[src/rtl/hazard_controller_if.sv]
// ============================================================================
// hazard_controller_if : pipeline hazard sequencing bundle (ID/EX status in,
// PC / pipeline-register controls out).  Rev 1.0
// ============================================================================
`default_nettype none

interface hazard_controller_if;
  logic        id_valid;
  logic [4:0]  id_rs;
  logic [4:0]  id_rt;
  logic        id_uses_rs;
  logic        id_uses_rt;
  logic        id_is_mul;
  logic [4:0]  ex_rd;
  logic        ex_mem_read;
  logic        branch_taken;
  logic        pc_write;
  logic        if_id_write;
  logic        if_id_flush;
  logic        id_ex_bubble;
  logic        ex_hold;
  logic        ex_mem_bubble;
  logic        mul_busy;
  logic [15:0] stall_cycles;

  // The controller is the master: it drives the pipeline control signals.
  modport master (
    input  id_valid, id_rs, id_rt, id_uses_rs, id_uses_rt, id_is_mul,
           ex_rd, ex_mem_read, branch_taken,
    output pc_write, if_id_write, if_id_flush, id_ex_bubble, ex_hold,
           ex_mem_bubble, mul_busy, stall_cycles
  );

  modport slave (
    output id_valid, id_rs, id_rt, id_uses_rs, id_uses_rt, id_is_mul,
           ex_rd, ex_mem_read, branch_taken,
    input  pc_write, if_id_write, if_id_flush, id_ex_bubble, ex_hold,
           ex_mem_bubble, mul_busy, stall_cycles
  );
endinterface

`default_nettype wire

[src/rtl/hazard_controller.sv]
// ============================================================================
// hazard_controller : load-use / branch-flush / multi-cycle multiply sequencer
// with saturating stall-cycle counter.  Rev 1.0
// ============================================================================
`default_nettype none

module hazard_controller #(
  parameter int unsigned MUL_LATENCY = 4
) (
  input  wire logic           clk,
  input  wire logic           reset,
  hazard_controller_if.master hz
);

  typedef enum logic [0:0] {
    ST_RUN = 1'b0,
    ST_MUL = 1'b1
  } state_t;

  localparam logic [3:0] MUL_CNT_INIT = 4'(MUL_LATENCY - 1);
  localparam bit         MUL_MULTI    = (MUL_LATENCY > 1);

  state_t      state_q, state_d;
  logic [3:0]  cnt_q, cnt_d;
  logic [15:0] stall_q;
  logic        load_use;

  assign load_use = hz.ex_mem_read && (hz.ex_rd != 5'd0) && hz.id_valid &&
                    ((hz.id_uses_rs && (hz.id_rs == hz.ex_rd)) ||
                     (hz.id_uses_rt && (hz.id_rt == hz.ex_rd)));

  always_comb begin
    hz.pc_write      = 1'b1;
    hz.if_id_write   = 1'b1;
    hz.if_id_flush   = 1'b0;
    hz.id_ex_bubble  = 1'b0;
    hz.ex_hold       = 1'b0;
    hz.ex_mem_bubble = 1'b0;
    hz.mul_busy      = 1'b0;
    state_d          = state_q;
    cnt_d            = cnt_q;

    if (reset) begin
      hz.pc_write      = 1'b0;
      hz.if_id_write   = 1'b0;
      hz.if_id_flush   = 1'b1;
      hz.id_ex_bubble  = 1'b1;
      hz.ex_mem_bubble = 1'b1;
      state_d          = ST_RUN;
      cnt_d            = 4'd0;
    end else begin
      case (state_q)
        ST_RUN: begin
          if (hz.branch_taken) begin
            // A multiply sitting in ID is squashed along with the rest of ID.
            hz.if_id_flush  = 1'b1;
            hz.id_ex_bubble = 1'b1;
          end else if (load_use) begin
            hz.pc_write     = 1'b0;
            hz.if_id_write  = 1'b0;
            hz.id_ex_bubble = 1'b1;
          end else if (hz.id_valid && hz.id_is_mul && MUL_MULTI) begin
            state_d = ST_MUL;
            cnt_d   = MUL_CNT_INIT;
          end
        end
        ST_MUL: begin
          hz.pc_write      = 1'b0;
          hz.if_id_write   = 1'b0;
          hz.ex_hold       = 1'b1;
          hz.ex_mem_bubble = 1'b1;
          hz.mul_busy      = 1'b1;
          cnt_d            = cnt_q - 4'd1;
          if (cnt_q == 4'd1) begin
            state_d = ST_RUN;
          end
        end
        default: begin
          state_d = ST_RUN;
          cnt_d   = 4'd0;
        end
      endcase
    end
  end

  always_ff @(posedge clk) begin
    if (reset) begin
      state_q <= ST_RUN;
      cnt_q   <= 4'd0;
      stall_q <= 16'd0;
    end else begin
      state_q <= state_d;
      cnt_q   <= cnt_d;
      if (!hz.pc_write && (stall_q != 16'hFFFF)) begin
        stall_q <= stall_q + 16'd1;
      end
    end
  end

  assign hz.stall_cycles = stall_q;

endmodule

`default_nettype wire

[src/flat_wrapper.sv]
// flat-port wrapper written by rule: the top's interface ports become plain ports
module hazard_controller_flat 
#(
  parameter int unsigned MUL_LATENCY = 4
)
  (clk, reset, hz_id_valid, hz_id_rs, hz_id_rt, hz_id_uses_rs, hz_id_uses_rt, hz_id_is_mul, hz_ex_rd, hz_ex_mem_read, hz_branch_taken, hz_pc_write, hz_if_id_write, hz_if_id_flush, hz_id_ex_bubble, hz_ex_hold, hz_ex_mem_bubble, hz_mul_busy, hz_stall_cycles);
  hazard_controller_if hz_i ();
  input  wire logic clk;
  input  wire logic reset;
  input wire logic [$bits(hz_i.id_valid)-1:0] hz_id_valid;
  input wire logic [$bits(hz_i.id_rs)-1:0] hz_id_rs;
  input wire logic [$bits(hz_i.id_rt)-1:0] hz_id_rt;
  input wire logic [$bits(hz_i.id_uses_rs)-1:0] hz_id_uses_rs;
  input wire logic [$bits(hz_i.id_uses_rt)-1:0] hz_id_uses_rt;
  input wire logic [$bits(hz_i.id_is_mul)-1:0] hz_id_is_mul;
  input wire logic [$bits(hz_i.ex_rd)-1:0] hz_ex_rd;
  input wire logic [$bits(hz_i.ex_mem_read)-1:0] hz_ex_mem_read;
  input wire logic [$bits(hz_i.branch_taken)-1:0] hz_branch_taken;
  output wire logic [$bits(hz_i.pc_write)-1:0] hz_pc_write;
  output wire logic [$bits(hz_i.if_id_write)-1:0] hz_if_id_write;
  output wire logic [$bits(hz_i.if_id_flush)-1:0] hz_if_id_flush;
  output wire logic [$bits(hz_i.id_ex_bubble)-1:0] hz_id_ex_bubble;
  output wire logic [$bits(hz_i.ex_hold)-1:0] hz_ex_hold;
  output wire logic [$bits(hz_i.ex_mem_bubble)-1:0] hz_ex_mem_bubble;
  output wire logic [$bits(hz_i.mul_busy)-1:0] hz_mul_busy;
  output wire logic [$bits(hz_i.stall_cycles)-1:0] hz_stall_cycles;
  assign hz_i.id_valid = hz_id_valid;
  assign hz_i.id_rs = hz_id_rs;
  assign hz_i.id_rt = hz_id_rt;
  assign hz_i.id_uses_rs = hz_id_uses_rs;
  assign hz_i.id_uses_rt = hz_id_uses_rt;
  assign hz_i.id_is_mul = hz_id_is_mul;
  assign hz_i.ex_rd = hz_ex_rd;
  assign hz_i.ex_mem_read = hz_ex_mem_read;
  assign hz_i.branch_taken = hz_branch_taken;
  assign hz_pc_write = hz_i.pc_write;
  assign hz_if_id_write = hz_i.if_id_write;
  assign hz_if_id_flush = hz_i.if_id_flush;
  assign hz_id_ex_bubble = hz_i.id_ex_bubble;
  assign hz_ex_hold = hz_i.ex_hold;
  assign hz_ex_mem_bubble = hz_i.ex_mem_bubble;
  assign hz_mul_busy = hz_i.mul_busy;
  assign hz_stall_cycles = hz_i.stall_cycles;
  hazard_controller #(.MUL_LATENCY(MUL_LATENCY)) u_core (.clk(clk), .reset(reset), .hz(hz_i));
endmodule
[config.mk]
export PLATFORM = sky130hd
export DESIGN_NAME = hazard_controller_flat
export DESIGN_NICKNAME = d
export VERILOG_FILES = /design/src/rtl/hazard_controller_if.sv /design/src/rtl/hazard_controller.sv /design/src/flat_wrapper.sv
export SDC_FILE = /design/constraint.sdc
export NUM_CORES = 1
export LEC_CHECK = 0
export ABC_CLOCK_PERIOD_IN_PS = 1950
export BUFFER_PORTS_ARGS = -buffer_cell sky130_fd_sc_hd__buf_4
export CAP_MARGIN = 20
export CORE_MARGIN = 2
export CORE_UTILIZATION = 40
export CTS_CLUSTER_DIAMETER = 200
export DETAILED_ROUTE_END_ITERATION = 6
export PLACE_DENSITY = 0.69
export SLEW_MARGIN = 25
export SYNTH_ARGS = -nofsm -noshare
export SYNTH_HDL_FRONTEND = slang
export SYNTH_SLANG_ARGS = --single-unit
[constraint.sdc]
create_clock -name clk -period 1.95 [get_ports clk]
set_clock_uncertainty 0.15 [all_clocks]
set_input_delay 0.0975 -clock clk [delete_from_list [all_inputs] [get_ports clk]]
set_output_delay 0.0975 -clock clk [all_outputs]
set_load 0.05 [all_outputs]
==> impl_metrics.toml, run 1 <==
[yosys]
syn-cell-area_sq_um = 1290
postSynthAreaPerCell_sq_um = 8.26
synth_top_cell_area_share_pct = 32.6
synth_edf_count = 0
yosys.area.top_type = "dfxtp_1"
synthFlopType = "dfxtp_1"
yosysMostFrequentCell = "dfxtp_1"
synth-seq-area-share_pct = 32.6
yosys_warnings = 0
async_reset_ff_share_pct = 0
yosysUniqueCellTypes = 41
ys_seq_elements = 21
netlist_instances = 156
synth_top_cells_by_area = "dfxtp_1 (33%), a21oi_1 (6.2%), o31ai_1 (5.8%), or4_1 (5.8%), xor2_1 (5.4%)"
synthTopCellsByCount = "dfxtp_1 (21), a21oi_1 (16), nand3_1 (11)"
synth_nets = 182

[cts]
cts_tree = "done"
cts.clk_slew.worst_paths_ns = 0.12
clock_sinks = 21
root_buffer = "clkbuf_4"
numCtsBuffers = 3
clock_latency_ns = 0.30
clockBufferDepth = 2
holdBufCountCts = 0
h-tree-depth = 1

[min_path]
worstHoldPathType = "primary input to flop"

[grt]
grt_use_total_pct = 20.6
overflow = 0
grt_max_degree = 28
grt_antenna_before_repair = 0
grt_pass1_vias = 1379
grt_pass1_wl_um = 5800

[worst_setup_path]
crit_path_max_fanout = 3
crit_slowest_cell = "or4_1"
cpLargestDelayFamily = "simple AND/OR/NAND/NOR gates"
arrival_ns = 2.02
crit_required_ns = 2.04
path_buf_inv = 1
cp-end-kind = "flop"
cp-start-kind = "flop"
crit_type = "flop to flop"
path_cells = "and3_1 > nand3_2 > nor3_2 > buf_4 > nand2_1 > or4_1 > a21oi_1"
slowest_delay_ns = 0.51

[floorplan]
rows = 20
die_w_um = 60.8
die_y_um = 60.8
start_util_pct = 42.2
fp.coreArea_sq_um = 3050
dieArea_sq_um = 3690
num_io_pins = 46

[power]
peakVddDrop_mv = 0.253
p_total_uw = 912
p_leak_nw = 0.813
powerDensity_nw_per_um2 = 454

[final_layout]
final_area_sq_um = 2010
fin_nets = 252
final_cells = 269
layout-drive-gt1-share_pct = 51.1
area_growth_syn_to_layout_pct = 55.8
n_fill_cell = 264
n_antenna_cell = 0

[routing]
wl_um = 3860
routed_via_density = 5.48
drtIter0Drc = 62
ant_nets = 0
dr.pass1.iters = 4
drc = 0
num_vias = 1473
wl_per_cell_um = 14.4

[sta]
worst_slack_ns = 0.0271
slew_viol_final = 0
timing.hold.ws_ns = 0.101
period_needed_ns = 1.92
hold_viol_final = 0
fin_crit_sh_pct = 98.6
slew_headroom_pct = 79.9
setup_violations = 0
fmax_ghz = 0.520
worst-slew-pin-transition_ns = 0.298

[place]
io_buffers = 45
placed_area_sq_um = 1870
preCtsSetupSlack_ns = -0.294
gp_congestion = 0.741
dp_cells = 257
hpwlAfterDp_um = 2740

[job]
drv_cap = 0

[run_status]
status = "finished, final reports clean"
-- report_power, final --
group	switching [mW]	internal, mW
clock	0.132	0.0797
combinational	0.139	0.113
sequential	0.0117	0.437
-- registers in the layout (all words and copies together) (netlist names) --
| signal | flops |
|---|---|
| u_core.hz.stall_cycles | 16 |
| u_core.cnt_q | 4 |
| u_core.state_q | 1 |
-- through the flow --
step	util (%)	setup TNS [ns]
after detailed placement	61.3	-2.61
after floorplan	-	-0.912
after global placement	61.3	-1.69
after global routing	65.8	-0.0569
after CTS	62.3	-0.00434
final	65.8	0
-- cell usage in the layout, fill, tap and decap left out, types with 2 or more instances in the layout --
cell type / Yosys / routed
o21ai_0: 2 / 2
a31oi_1: 2 / 2
clkbuf_4: 0 / 3
dfxtp_4: 0 / 5
nand3_1: 11 / 7
o211ai_1: 2 / 2
xor2_1: 8 / 8
a21oi_2: 0 / 3
dfxtp_1: 21 / 10
a21oi_1: 16 / 13
or4_4: 0 / 2
nor3_1: 4 / 2
nand3_2: 0 / 4
ha_1: 3 / 2
o31ai_1: 10 / 10
buf_4: 2 / 74
nor2_2: 0 / 2
or4_1: 10 / 8
inv_1: 7 / 6
nor2b_1: 3 / 3
nand2b_1: 2 / 2
nor2_1: 10 / 7
nor3_2: 0 / 2
xnor2_1: 2 / 2
dfxtp_2: 0 / 6
mux2_4: 0 / 2
nand4_1: 4 / 4
and3_1: 2 / 2
nand2_1: 4 / 4
a311oi_1: 2 / 2
o21a_1: 3 / 3
-- cell type report --
cell class / instances / area [sq um] / area share, %
clock buffer: 4 / 26.3 / 1.31
inverter: 8 / 35.0 / 1.74
multi-input combinational: 117 / 883 / 44.0
sequential: 21 / 447 / 22.2
tap: 44 / 55.1 / 2.74
timing repair buffer: 74 / 556 / 27.7
timing repair inverter: 1 / 6.26 / 0.312
-- cells by family after synthesis --
logic type / after synthesis / share of synthesized area (%)
AOI/OAI and AO/OA: 43 / 23.0
xor gates and xnor gates: 10 / 6.80
adders and majority gates: 3 / 2.91
buffers and inverters: 19 / 6.89
DFF: 21 / 32.6
muxes: 3 / 2.62
and+or+nand+nor: 57 / 25.1
-- worst paths after layout --
kind / slack [ns] / depth (start not counted) / from / to
hold / removal: 0.10 / 3 / reset / u_core.hz.stall_cycles[10]
setup reg to reg: 0.03 / 7 / u_core.hz.stall_cycles[6] / u_core.hz.stall_cycles[11]
setup / recovery: 0.03 / 7 / u_core.hz.stall_cycles[6] / u_core.hz.stall_cycles[11]
hold reg to reg: 0.35 / 1 / u_core.cnt_q[3] / u_core.cnt_q[3]
-- worst register-to-register path, delay by kind of cell, from the launching register on --
kind	cells	cell delay [ns]
AO/OA/AOI/OAI	1	0.15
AND/OR/NAND/NOR	5	1.05
flip-flops	1	0.36
buffers and inverters	1	0.15
-- routing by layer --
layer  wire [um]  vias up  global-route usage, %  share of wire, %
met4          31        0                   5.59              0.80
met1        1640      689                   24.2                42
met3         204        4                   4.05               5.3
met5           0        -                      0                 0
li1            -      726                      -                 -
met2        1990       54                   37.8                52
-- repair_timing --
item | in CTS | in global routing
setup buffers | 0 | 6
pin swaps | 0 | 4
resized for setup | 1 | 14
cloned | 0 | 2
setup endpoints to repair | 3 | 14
No activity file was read; power rests on OpenSTA's default activity.
==> run 2: changes to the inputs <==
- ABC_AREA: not set -> 1
- PLACE_DENSITY: 0.69 -> 0.68
==> run 2 against run 1 <==
Against the previous run:
- via count rose by 2.6%
- final cell count grew 23%
- die area rose by 13%
- cell area fell by 3.0%
==> impl_metrics.toml, run 2 <==
[run_status]
status = "finished, final reports clean"

[grt]
grt_util_met1_pct = 20.1
met3_usage_pct = 3.82
overflow = 0
grt_use_total_pct = 16.0
grt_antenna_before_repair = 0
met2_usage_pct = 28.0
grt_pass1_wl_um = 5380
grt_max_degree = 21
grt_pass1_vias = 1274
busiest_layer = "met2"

[yosys]
yosysMostFrequentCell = "nand2_1"
synth_compound_area_share_pct = 8.26
synth_nets = 263
synth_top_family_by_area = "simple AND/OR/NAND/NOR gates"
postSynthAreaPerCell_sq_um = 6.20
synth_top_cell_area_share_pct = 28.6
synthFlopType = "dfxtp_1"
synth_edf_count = 0
netlist_instances = 237
synthTopCellsByCount = "nand2_1 (66), inv_1 (32), nand3_1 (30), dfxtp_1 (21), nor2_1 (21)"
synth-simple-area-share_pct = 40.0
yosys.area_share.adder_pct = 2.56
synth_xor_area_share_pct = 7.16
synth-seq-area-share_pct = 28.6
yosysUniqueCellTypes = 23
yosys_warnings = 0
ys_seq_elements = 21
async_reset_ff_share_pct = 0
yosys.area.top_type = "dfxtp_1"
synthMuxAreaShare_pct = 0
syn-cell-area_sq_um = 1470
synth_top_cells_by_area = "dfxtp_1 (29%), nand2_1 (17%), nand3_1 (10%), inv_1 (8.2%), a21oi_1 (6.8%)"

[final_layout]
final_common_cell = "nand2_1"
n_fill_cell = 366
largest_register_ffs = 16
fin_nets = 311
layout-drive-gt1-share_pct = 27.1
layout_common_cells = "nand2_1 (66), buf_4 (51), inv_1 (32)"
final_area_sq_um = 1950
final_cells = 332
area_growth_syn_to_layout_pct = 32.6
n_antenna_cell = 0

[routing]
dr.pass1.iters = 4
num_vias = 1512
drc = 0
wl_um = 3250
routed_via_density = 4.55
ant_nets = 0
drtIter0Drc = 57
wl_per_cell_um = 9.79

[cts]
clockBufferDepth = 2
cts_tree = "done"
clock_latency_ns = 0.26
root_buffer = "clkbuf_8"
numCtsBuffers = 3
h-tree-depth = 1
clock_sinks = 21
cts.clk_slew.worst_paths_ns = 0.09

[job]
drv_cap = 0

[power]
peakVddDrop_mv = 0.478
combPwrFrac_pct = 23.3
p_leak_nw = 0.938
powerDensity_nw_per_um2 = 495
seq_power_share_pct = 46.8
switching_share_pct = 30.7
clock_power_share_pct = 29.9
p_int_uw = 668
p_total_uw = 964
p_sw_uw = 296

[sta]
worst-slew-pin-transition_ns = 0.394
hold_viol_final = 0
period_needed_ns = 1.82
fin_setup_tns_ns = 0
slew_headroom_pct = 73.6
timing.hold.ws_ns = 0.108
setup_violations = 0
fin_crit_sh_pct = 93.3
slew_viol_final = 0
fmax_ghz = 0.550

[place]
hpwlAfterDp_um = 2560
placed_area_sq_um = 1860
io_buffers = 45
dp_cells = 326
gp_congestion = 0.812

[worst_setup_path]
crit_required_ns = 1.98
crit_type = "flop to flop"
crit_path_max_fanout = 17
arrival_ns = 1.85
rrSetupSlack_ns = 0.13
cp-start-kind = "flop"
cp-end-kind = "flop"

[min_path]
worstHoldPathType = "primary input to flop"

[floorplan]
start_util_pct = 40.7
die_y_um = 64.6
rows = 22
num_io_pins = 46
dieArea_sq_um = 4170
fp.coreArea_sq_um = 3610
die_w_um = 64.6
run 2: worst max-delay path, stage by stage, from the launching register on:
cell     delay [ns]
dfxtp_4        0.39
nand2_1        0.07
nor3_2         0.23
nand2_2        0.12
inv_2          0.07
nand3_2        0.07
nor2_4         0.19
nand2_8        0.12
nand2_8        0.14
nand2_1        0.06
a21oi_1        0.12
run 2: final cells by class:
class	count	area [sq um]	area share [%]
well taps	48	60.1	3.08
multi-input cells	170	875	44.9
inverters	37	139	7.13
repair buffers	52	393	20.2
clock inverters	1	5.00	0.257
flip-flops and latches	21	435	22.4
clock buffers	3	41.3	2.12
run 2: stage by stage:
step                      util [%]  setup slack (ns)
after floorplan                  -           0.00712
after global routing          54.0          -0.00724
final                         54.0             0.131
after global placement        51.6             0.171
after detailed placement      51.6             0.148
after CTS                     53.1             0.109
run 2: worst paths after layout:
kind,from,endpoint,cells past startpoint
setup / recovery,u_core.hz.stall_cycles[2],u_core.hz.stall_cycles[8],10
hold reg to reg,u_core.cnt_q[3],u_core.cnt_q[3],2
hold / removal,hz_branch_taken,u_core.state_q,4
setup reg to reg,u_core.hz.stall_cycles[2],u_core.hz.stall_cycles[8],10
run 2: what timing repair did:
| item | CTS | global route |
|---|---|---|
| resized for setup | 0 | 5 |
| hold buffers | 1 | 0 |
| endpoints found under the hold margin | 4 | 0 |
| buffers inserted | 0 | 1 |
| setup endpoints to repair | 0 | 14 |
run 2: power groups by stage:
| stage | combinational (mW) | sequential (mW) | clock, mW |
|---|---|---|---|
| after floorplan | 0.137 | 0.475 | 0 |
| after global placement | 0.220 | 0.464 | 0 |
| after detailed placement | 0.221 | 0.463 | 0 |
| after CTS | 0.224 | 0.453 | 0.294 |
| after global routing | 0.247 | 0.453 | 0.316 |
| final | 0.224 | 0.451 | 0.288 |
run 2: cells by family (layout without fill, tap and decap cells):
group                    after synthesis  count (layout)
AND/OR/NAND/NOR                      131             131
buffers and inverters                 46              93
AO/OA/AOI/OAI                         24              24
flip-flops                            21              21
XOR/XNOR                              12              12
adder cells (fa/ha/maj)                3               3
run 2: per-layer routing:
metal / part of all wire [%] / wire length, um / vias up
met3: 4.2 / 137 / 2
met2: 45 / 1470 / 33
met4: 0.62 / 20 / 0
met5: 0 / 0 / -
li1: - / - / 840
met1: 50 / 1620 / 637
